[src/rtl/irq_ctrl_pkg.sv]
// Shared constants, save-state bus type and helpers for the cartridge IRQ controller.
package irq_ctrl_pkg;

    localparam logic [1:0] IRQ_IDLE   = 2'd0;
    localparam logic [1:0] IRQ_ASSERT = 2'd1;
    localparam logic [1:0] IRQ_GAP    = 2'd2;

    localparam logic [3:0] REG_MASK = 4'h8;
    localparam logic [3:0] REG_ACK  = 4'h9;
    localparam logic [3:0] REG_MODE = 4'hA;

    localparam logic [7:0] SST_MASK = 8'd24;
    localparam logic [7:0] SST_MODE = 8'd25;
    localparam logic [7:0] SST_PEND = 8'd26;
    localparam logic [7:0] SST_FSM  = 8'd27;

    typedef struct packed {
        logic       act;
        logic       we_reg;
        logic [7:0] addr;
        logic [7:0] data;
    } sst_bus_t;

    // Lowest set bit index; 0 when no bit is set.
    function automatic logic [2:0] first_set(input logic [7:0] bits);
        logic [2:0] idx;
        idx = 3'd0;
        for (int i = 7; i >= 0; i--) begin
            idx = bits[i] ? 3'(i) : idx;
        end
        return idx;
    endfunction

endpackage

[src/rtl/m2_edge.sv]
// Two-flop synchroniser for CPU M2 with a registered one-clk falling-edge pulse.
module m2_edge (
    input  logic clk,
    input  logic rst_n,
    input  logic srst,
    input  logic m2,
    output logic fe
);

    logic sync1_r;
    logic sync2_r;
    logic prev_r;
    logic fe_r;

    // Synchronise M2 and flag a 1->0 transition of the stable copy.
    always_ff @(posedge clk or negedge rst_n) begin
        if (!rst_n) begin
            sync1_r <= 1'b0;
            sync2_r <= 1'b0;
            prev_r  <= 1'b0;
            fe_r    <= 1'b0;
        end else if (srst) begin
            sync1_r <= 1'b0;
            sync2_r <= 1'b0;
            prev_r  <= 1'b0;
            fe_r    <= 1'b0;
        end else begin
            sync1_r <= m2;
            sync2_r <= sync1_r;
            prev_r  <= sync2_r;
            fe_r    <= prev_r & ~sync2_r;
        end
    end

    assign fe = fe_r;

endmodule

[src/rtl/irq_ctrl.sv]
// Cartridge /IRQ arbiter: per-requester mask/pending/mode, W1C acknowledge,
// M2-sequenced output with minimum deassert gap, and save-state access.
module irq_ctrl
    import irq_ctrl_pkg::*;
#(
    parameter int SRC_N  = 4,
    parameter int GAP_M2 = 2
) (
    input  logic             clk,
    input  logic             rst_n,
    input  logic             map_rst,
    input  logic             cpu_m2,
    input  logic             decode_en,
    input  logic [3:0]       reg_addr,
    input  logic [7:0]       cpu_data,
    input  logic [SRC_N-1:0] src_irq,
    output logic [SRC_N-1:0] src_ack,
    output logic             irq,
    output logic [2:0]       irq_src,
    output logic [7:0]       status,
    input  sst_bus_t         sst,
    output logic [7:0]       sst_di
);

    localparam logic [2:0] GAP_INIT = 3'(GAP_M2);

    logic             m2_fe_s;
    logic [SRC_N-1:0] mask_r, mode_r, pend_r, src_prev_r, src_ack_r;
    logic [1:0]       state_r;
    logic [2:0]       gap_r;
    logic             irq_r;
    logic [2:0]       irq_src_r;
    logic [7:0]       sst_di_r;

    logic [SRC_N-1:0] pend_nxt_s, ack_bits_s, hit_s;
    logic             active_s;
    logic             wr_mask_s, wr_mode_s;
    logic [1:0]       state_nxt_s;
    logic [2:0]       gap_nxt_s;
    logic [7:0]       pend_ext_s, mask_ext_s, mode_ext_s, hit_ext_s, readback_s;
    logic             unused_bits_s;

    m2_edge u_m2_edge (
        .clk   (clk),
        .rst_n (rst_n),
        .srst  (1'b0),
        .m2    (cpu_m2),
        .fe    (m2_fe_s)
    );

    assign hit_s      = pend_r & mask_r;
    assign active_s   = |hit_s;
    assign wr_mask_s  = decode_en && (reg_addr == REG_MASK);
    assign wr_mode_s  = decode_en && (reg_addr == REG_MODE);
    assign ack_bits_s = (decode_en && (reg_addr == REG_ACK)) ? cpu_data[SRC_N-1:0] : {SRC_N{1'b0}};
    assign unused_bits_s = ^{cpu_data, sst.data};

    // Zero-extend the per-requester vectors to the 8-bit CPU/save-state view.
    always_comb begin
        pend_ext_s = 8'h00;
        mask_ext_s = 8'h00;
        mode_ext_s = 8'h00;
        hit_ext_s  = 8'h00;
        for (int i = 0; i < SRC_N; i++) begin
            pend_ext_s[i] = pend_r[i];
            mask_ext_s[i] = mask_r[i];
            mode_ext_s[i] = mode_r[i];
            hit_ext_s[i]  = hit_s[i];
        end
    end

    // Pending latch: a fresh edge beats a same-clk acknowledge; level mode tracks the input.
    always_comb begin
        pend_nxt_s = pend_r;
        for (int i = 0; i < SRC_N; i++) begin
            if (mode_r[i]) begin
                pend_nxt_s[i] = src_irq[i];
            end else if (src_irq[i] && !src_prev_r[i]) begin
                pend_nxt_s[i] = 1'b1;
            end else if (ack_bits_s[i]) begin
                pend_nxt_s[i] = 1'b0;
            end else begin
                pend_nxt_s[i] = pend_r[i];
            end
        end
    end

    // Output sequencer; deassert is immediate, everything else waits for M2 falling edges.
    always_comb begin
        state_nxt_s = state_r;
        gap_nxt_s   = gap_r;
        case (state_r)
            IRQ_IDLE: begin
                if (m2_fe_s && active_s) begin
                    state_nxt_s = IRQ_ASSERT;
                end else begin
                    state_nxt_s = IRQ_IDLE;
                end
            end
            IRQ_ASSERT: begin
                if (!active_s) begin
                    state_nxt_s = IRQ_GAP;
                    gap_nxt_s   = GAP_INIT;
                end else begin
                    state_nxt_s = IRQ_ASSERT;
                end
            end
            IRQ_GAP: begin
                if (m2_fe_s) begin
                    if (gap_r <= 3'd1) begin
                        state_nxt_s = IRQ_IDLE;
                        gap_nxt_s   = 3'd0;
                    end else begin
                        gap_nxt_s   = gap_r - 3'd1;
                    end
                end else begin
                    state_nxt_s = IRQ_GAP;
                end
            end
            default: begin
                state_nxt_s = IRQ_IDLE;
                gap_nxt_s   = 3'd0;
            end
        endcase
    end

    // Save-state readback mux.
    always_comb begin
        case (sst.addr)
            SST_MASK: readback_s = mask_ext_s;
            SST_MODE: readback_s = mode_ext_s;
            SST_PEND: readback_s = pend_ext_s;
            SST_FSM:  readback_s = {3'b000, gap_r, state_r};
            default:  readback_s = 8'hff;
        endcase
    end

    // Edge detectors always follow the inputs so a restore never sees a stale edge.
    always_ff @(posedge clk or negedge rst_n) begin
        if (!rst_n) begin
            src_prev_r <= {SRC_N{1'b0}};
        end else begin
            src_prev_r <= src_irq;
        end
    end

    // Save-state readback register.
    always_ff @(posedge clk or negedge rst_n) begin
        if (!rst_n) begin
            sst_di_r <= 8'h00;
        end else begin
            sst_di_r <= readback_s;
        end
    end

    // Controller state: save-state freeze/restore, then mapper reset, then normal operation.
    always_ff @(posedge clk or negedge rst_n) begin
        if (!rst_n) begin
            mask_r    <= {SRC_N{1'b0}};
            mode_r    <= {SRC_N{1'b0}};
            pend_r    <= {SRC_N{1'b0}};
            src_ack_r <= {SRC_N{1'b0}};
            state_r   <= IRQ_IDLE;
            gap_r     <= 3'd0;
            irq_r     <= 1'b0;
            irq_src_r <= 3'd0;
        end else if (sst.act) begin
            src_ack_r <= {SRC_N{1'b0}};
            if (sst.we_reg) begin
                case (sst.addr)
                    SST_MASK: mask_r <= sst.data[SRC_N-1:0];
                    SST_MODE: mode_r <= sst.data[SRC_N-1:0];
                    SST_PEND: pend_r <= sst.data[SRC_N-1:0];
                    SST_FSM: begin
                        gap_r   <= sst.data[4:2];
                        state_r <= sst.data[1:0];
                    end
                    default: begin
                    end
                endcase
            end else begin
                mask_r <= mask_r;
            end
        end else if (map_rst) begin
            mask_r    <= {SRC_N{1'b0}};
            pend_r    <= {SRC_N{1'b0}};
            src_ack_r <= {SRC_N{1'b0}};
            state_r   <= IRQ_IDLE;
            gap_r     <= 3'd0;
            irq_r     <= 1'b0;
            irq_src_r <= 3'd0;
        end else begin
            pend_r    <= pend_nxt_s;
            src_ack_r <= ack_bits_s;
            state_r   <= state_nxt_s;
            gap_r     <= gap_nxt_s;
            irq_r     <= (state_nxt_s == IRQ_ASSERT);
            irq_src_r <= first_set(hit_ext_s);
            if (wr_mask_s) begin
                mask_r <= cpu_data[SRC_N-1:0];
            end else begin
                mask_r <= mask_r;
            end
            if (wr_mode_s) begin
                mode_r <= cpu_data[SRC_N-1:0];
            end else begin
                mode_r <= mode_r;
            end
        end
    end

    assign src_ack = src_ack_r;
    assign irq     = irq_r;
    assign irq_src = irq_src_r;
    assign status  = pend_ext_s;
    assign sst_di  = sst_di_r;

endmodule

[config.mk]
export PLATFORM = sky130hd
export DESIGN_NAME = irq_ctrl
export DESIGN_NICKNAME = d
export VERILOG_FILES = /design/src/rtl/irq_ctrl_pkg.sv /design/src/rtl/m2_edge.sv /design/src/rtl/irq_ctrl.sv
export SDC_FILE = /design/constraint.sdc
export NUM_CORES = 1
export LEC_CHECK = 0
export CAP_MARGIN = 20
export CORE_MARGIN = 1
export CORE_UTILIZATION = 40
export DETAILED_ROUTE_END_ITERATION = 8
export GPL_ROUTABILITY_DRIVEN = 0
export PLACE_DENSITY = 0.7
export REMOVE_ABC_BUFFERS = 1
export SYNTH_ARGS = -nofsm -noshare
export SYNTH_HDL_FRONTEND = slang
export SYNTH_SLANG_ARGS = --single-unit
[constraint.sdc]
create_clock -name clk -period 1.74 [get_ports clk]
set_input_delay 0.522 -clock clk [delete_from_list [all_inputs] [get_ports clk]]
set_output_delay 0.522 -clock clk [all_outputs]
set_load 0.1 [all_outputs]
# Word level (Yosys, flattened, before mapping)
# Index checks and enable logic that the tools add are counted.
[classes] n_addsub=1 order_cmp=1 reduce_logical=28 mux=53 n_eq_ne=19 bitwise=3
[ops] operator="$mux W4" count=17
[ops] operator="$eq A8 B5 Y1 const B" count=4
[ops] operator="$pmux W8 S4" count=1
[ops] operator="$mux W2" count=12
[ops] operator="$mux W3" count=7
[ops] operator="$reduce_bool A5 Y1" count=4
[ops] operator="$reduce_and A3 Y1" count=5
[ops] operator="$mux W1" count=14
[ops] operator="$eq A4 B4 Y1 const B" count=3
[ops] operator="$ne A2 B1 Y1 const B" count=5
[ops] operator="$pmux W3 S3" count=1
[ops] operator="$logic_and A1 B1 Y1" count=8
[ops] operator="$pmux W2 S3" count=1
[ops] operator="$reduce_and A5 Y1" count=1
[ops] operator="$and A4 B4 Y4" count=1
[ops] operator="$eq A2 B1 Y1 const B" count=2
[ops] operator="$logic_not A1 Y1" count=4
[ops] operator="$ne A4 B3 Y1 const B" count=1
[ops] operator="$ne A4 B4 Y1 const B" count=1
[ops] operator="$reduce_and A4 Y1" count=1
[ops] operator="$reduce_or A4 Y1" count=1
[ops] operator="$le A3 B1 Y1 const B" count=1
[ops] operator="$ne A3 B3 Y1 const B" count=1
[ops] operator="$reduce_bool A3 Y1" count=1
[ops] operator="other kinds (8)" count=8
[word_totals] register_bits=41 output_inout_bits=24 inputBits=39

# Longest topological paths before layout
[depth] word_depth=8 depth_mapped=6

# Hierarchy
# From an unflattened synthesis, not the netlist that was laid out.
[unflattened] cells_unflattened=200 area_unflattened_um2=2153.3
[modules_own_cells] module="irq_ctrl" n_inst=1 cells_each=192 area_each_um2=2021.9 seq_area_each_um2=850.8
[modules_own_cells] module="m2_edge" n_inst=1 cells_each=8 area_each_um2=131.4 seq_area_each_um2=100.1

# Worst setup path before layout
# No wires, ideal clock.
[synth_timing] kind="reg2reg" from="reg pend_r[0]" to="reg gap_r[0]" synth_period_minus_slack_ns=2.249 path_slack_ns=-0.509 n_path_buf=0 required_ns=1.615 t_arrival_ns=2.124 stages_incl_launch_ff=5 setup_time_ns=0.125 path_cell_list="dfrtp_1 > a22oi_1 > a2111o_1 > nand3_2 > mux2_2"
[synth_between] elab_chain_cells=4
[synth_lines] element="start: declaration" line="irq_ctrl.sv:28" rtl="logic [SRC_N-1:0] mask_r, mode_r, pend_r, src_prev_r, src_ack_r;"
[synth_lines] element="start signal: assignment" line="irq_ctrl.sv:161" rtl="pend_r <= {SRC_N{1'b0}};"
[synth_lines] element="start signal: assignment" line="irq_ctrl.sv:173" rtl="SST_PEND: pend_r <= sst.data[SRC_N-1:0];"
[synth_lines] element="start signal: assignment" line="irq_ctrl.sv:186" rtl="pend_r <= {SRC_N{1'b0}};"
[synth_lines] element="$and A4 B4 Y4" line="irq_ctrl.sv:51" rtl="assign hit_s = pend_r & mask_r;"
[synth_lines] element="$reduce_or A4 Y1" line="irq_ctrl.sv:52" rtl="assign active_s = |hit_s;"
[synth_lines] element="$ne A4 B4 Y1 (no line)"
[synth_lines] element="$reduce_and A5 Y1 (no line)"
[synth_lines] element="end signal: assignment" line="irq_ctrl.sv:175" rtl="gap_r <= sst.data[4:2];"
[synth_lines] element="end signal: assignment" line="irq_ctrl.sv:196" rtl="gap_r <= gap_nxt_s;"
[synth_lines] element="end: declaration" line="irq_ctrl.sv:30" rtl="logic [2:0] gap_r;"
# No other way between the ends.
# A chain may end at the register's enable or synchronous reset.

# Worst setup path after layout
[layout_timing] from="in sst[14] (netlist bit)" to="reg pend_r[2]"
[layout_between] elab_chain_cells=3
[layout_lines] element="start: declaration" line="irq_ctrl.sv:21" rtl="input sst_bus_t sst,"
[layout_lines] element="$eq A8 B5 Y1" line="irq_ctrl.sv:170" rtl="case (sst.addr)"
[layout_lines] element="$ne A2 B1 Y1 (no line)"
[layout_lines] element="$reduce_and A3 Y1 (no line)"
[layout_lines] element="end signal: assignment" line="irq_ctrl.sv:173"
[layout_lines] element="end signal: assignment" line="irq_ctrl.sv:186"
[layout_lines] element="end signal: assignment" line="irq_ctrl.sv:193" rtl="pend_r <= pend_nxt_s;"
# No other way between the ends.

==> impl_metrics.ini <==
[timing]
min_period_ps = 1890
layout_worst_path_cycle_share_pct = 109
hold_viol_final = 0
rsz0062_at_grt = yes
final-max-slew-violation-count = 0
setup_viol = 8
fin_ws_ps = -149
fin_skew_ps = 6.20
timing.fmax_mhz = 529

[floorplan]
fp.dieW_um = 74.3
die_area_mm2 = 0.00552
fp-row-count = 25
core_mm2 = 0.00488
initial_core_util_pct = 42.8
die_y_um = 74.3
io_pins = 63

[pwr]
power_density_mw_per_mm2 = 757
leakagePower_nw = 1.51
worst_ir_drop_vdd_mv = 0.534

[cells_and_area]
multi_input_area_mm2 = 0.00104
drive_gt1_share_pct = 35.7
layout.area.seq_um2 = 951
nFillCells = 379
syn2layout_area_growth_pct = 56.2
n_antenna_cell = 0
finalNonFillerCells = 358
finalNetCount = 334

[critical_path]
reg2reg_from = state_r[1]
critPathRequiredTime_ps = 1930
reg2reg_slack_ps = 70
timing.rr.end = gap_r[0]
critPathCaptureType = flop
arrival_ps = 2080
crit_fanout = 4
cp-start-kind = primary input
crit_type = in -> reg
r2r.worst_path.cells = 6

[clock_network]
clock-sinks = 38
insertion_delay_ps = 300
cts_tree = done
numCtsBuffers = 5
cts_root_buf = clkbuf_8
htreeDepth = 2
clk_pin_slew_worst_paths_ps = 80
cts_buffer_depth = 2

[placed_design]
dpl.hpwl_mm = 4.43
io_buffers = 50
dp.cells = 348
dp_slack_ps = -861

[drt]
drtIter0Drc = 131
first_pass_iters = 4
vias = 1939
post_drt_via_cell_ratio = 5.42
wl_mm = 5.76
ant_nets = 0
wl_per_cell_um = 16.1
drc_errors = 0

[flow_run]
maxCapViolations = 0

[synth]
yosysMostFrequentCell = dfrtp_1
synth.avg_cell_area_um2 = 10.3
synthTopCellsByCount = dfrtp_1, nand2_1, inv_1, a21oi_1, mux2_2
synth_edf_count = 0
synth_top_area_share_pct = 45.5
yosysWarnings = 0
ys_ff_latch = 38
synth_area_mm2 = 0.00209
ys_seq_area_share_pct = 45.5
synth_cell_types = 45
yosys-top-cells-area = dfrtp_1, mux2_2, mux4_2
synthesis.instances = 202
synth_largest_area_cell = dfrtp_1
async_flop_share_pct = 100
synth_ff_type = dfrtp_1

[global_route]
grt_use_total_pct = 22.9
grt_max_degree = 39
grt_antenna_before_repair = 0
first_global_vias = 1869
grt-ovfl-total = 0
grt_pass1_wl_mm = 9.11

[outcome]
violations = setup timing
outcome = finished with violations

[worst_hold_path]
holdCritPathClass = in -> async
==> critical path: stages <==
cell,delay [ps]
buf_6,90
or4b_4,560
o31a_1,330
a31oi_1,210
mux2_2,360
==> area by class of cell <==
class | count | share of cell area [%]
repair buffers | 92 | 31.4
multi-input cells | 138 | 31.7
flip-flops and latches | 38 | 29.1
clock inverters | 2 | 1.15
well taps | 67 | 2.57
clock buffers | 6 | 2.22
inverters | 15 | 1.73
==> cell families (layout without fill, tap and decap cells) <==
kind of cell	after synthesis	after routing	share of synthesized area [%]
AND/OR/NAND/NOR	60	60	15.9
AO/OA/AOI/OAI	54	54	18.0
flip-flops	38	38	45.5
buffers and inverters	30	115	7.66
multiplexers	14	14	9.70
adder cells (fa/ha/maj)	5	5	2.99
other	1	5	0.179
==> stage by stage <==
| stage | util (%) | setup TNS [ps] | power (mW) | instance area, um2 | hold slack [ps] |
|---|---|---|---|---|---|
| after detailed placement | 63.2 | -13750 | 1.72 | 3080 | 344 |
| after global routing | 66.9 | -933 | 2.59 | 3260 | 195 |
| final | 66.9 | -586 | 2.47 | 3260 | 176 |
| after floorplan | - | -7250 | 1.37 | 2000 | 226 |
| after global placement | 63.2 | -13350 | 1.71 | 3080 | 335 |
| after CTS | 65.8 | -542 | 2.47 | 3210 | 183 |
==> metal layers <==
layer	track usage [%]	part of all wire, %	vias up
li1	-	-	905
met2	35.9	48	75
met1	31.5	44	949
met5	0	0	-
met3	4.61	6.5	10
met4	9.01	1.7	0
==> where the power goes <==
part	leakage (nW)	switching (mW)	total, mW	internal (mW)
combinational	1.01	0.401	0.725	0.323
sequential	0.443	0.0631	1.00	0.942
clock	0.0514	0.315	0.742	0.427
total	1.51	0.779	2.47	1.69
==> registers in the layout (all words and copies together) (netlist names), 2 cells and up <==
register and count:
mode_r 4, pend_r 4, irq_src 2, sst_di 6, src_ack 4, gap_r 3
src_prev_r 4, state_r 2, mask_r 4
==> how the worst max path moves through the flow <==
stage / slack, ps / cells after the start / startpoint / endpoint
after floorplan: -860 / 0 / sst_di[6] / sst_di[5]
after global placement: -820 / 5 / sst[13] / pend_r[0]
after detailed placement: -860 / 5 / sst[15] / pend_r[2]
after CTS: -120 / 5 / sst[14] / pend_r[2]
after global routing: -170 / 5 / sst[14] / pend_r[3]
final: -150 / 5 / sst[14] / pend_r[2]
==> what timing repair did <==
action | CTS | global route
endpoints found under the setup margin | 21 | 13
gates resized for setup | 33 | 12
hold buffers | 0 | 0
setup buffers | 1 | 1
pin swaps | 6 | 6
==> layout by cell type (no fill, tap or decap), types with 4 or more instances in the layout <==
cell type,n
ha_1,5
a31oi_1,4
buf_12,21
a32o_1,4
mux4_2,4
inv_1,15
nand3_1,6
buf_4,38
and3_1,6
o22ai_1,4
mux2_2,8
conb_1,5
nor2_1,4
clkdlybuf4s50_1,16
dlygate4sd2_1,6
or3_2,4
dfrtp_1,38
o21ai_0,6
nand2_1,20
a21oi_1,13
buf_6,4
clkbuf_8,5
Power figures use the tool's default switching activity.
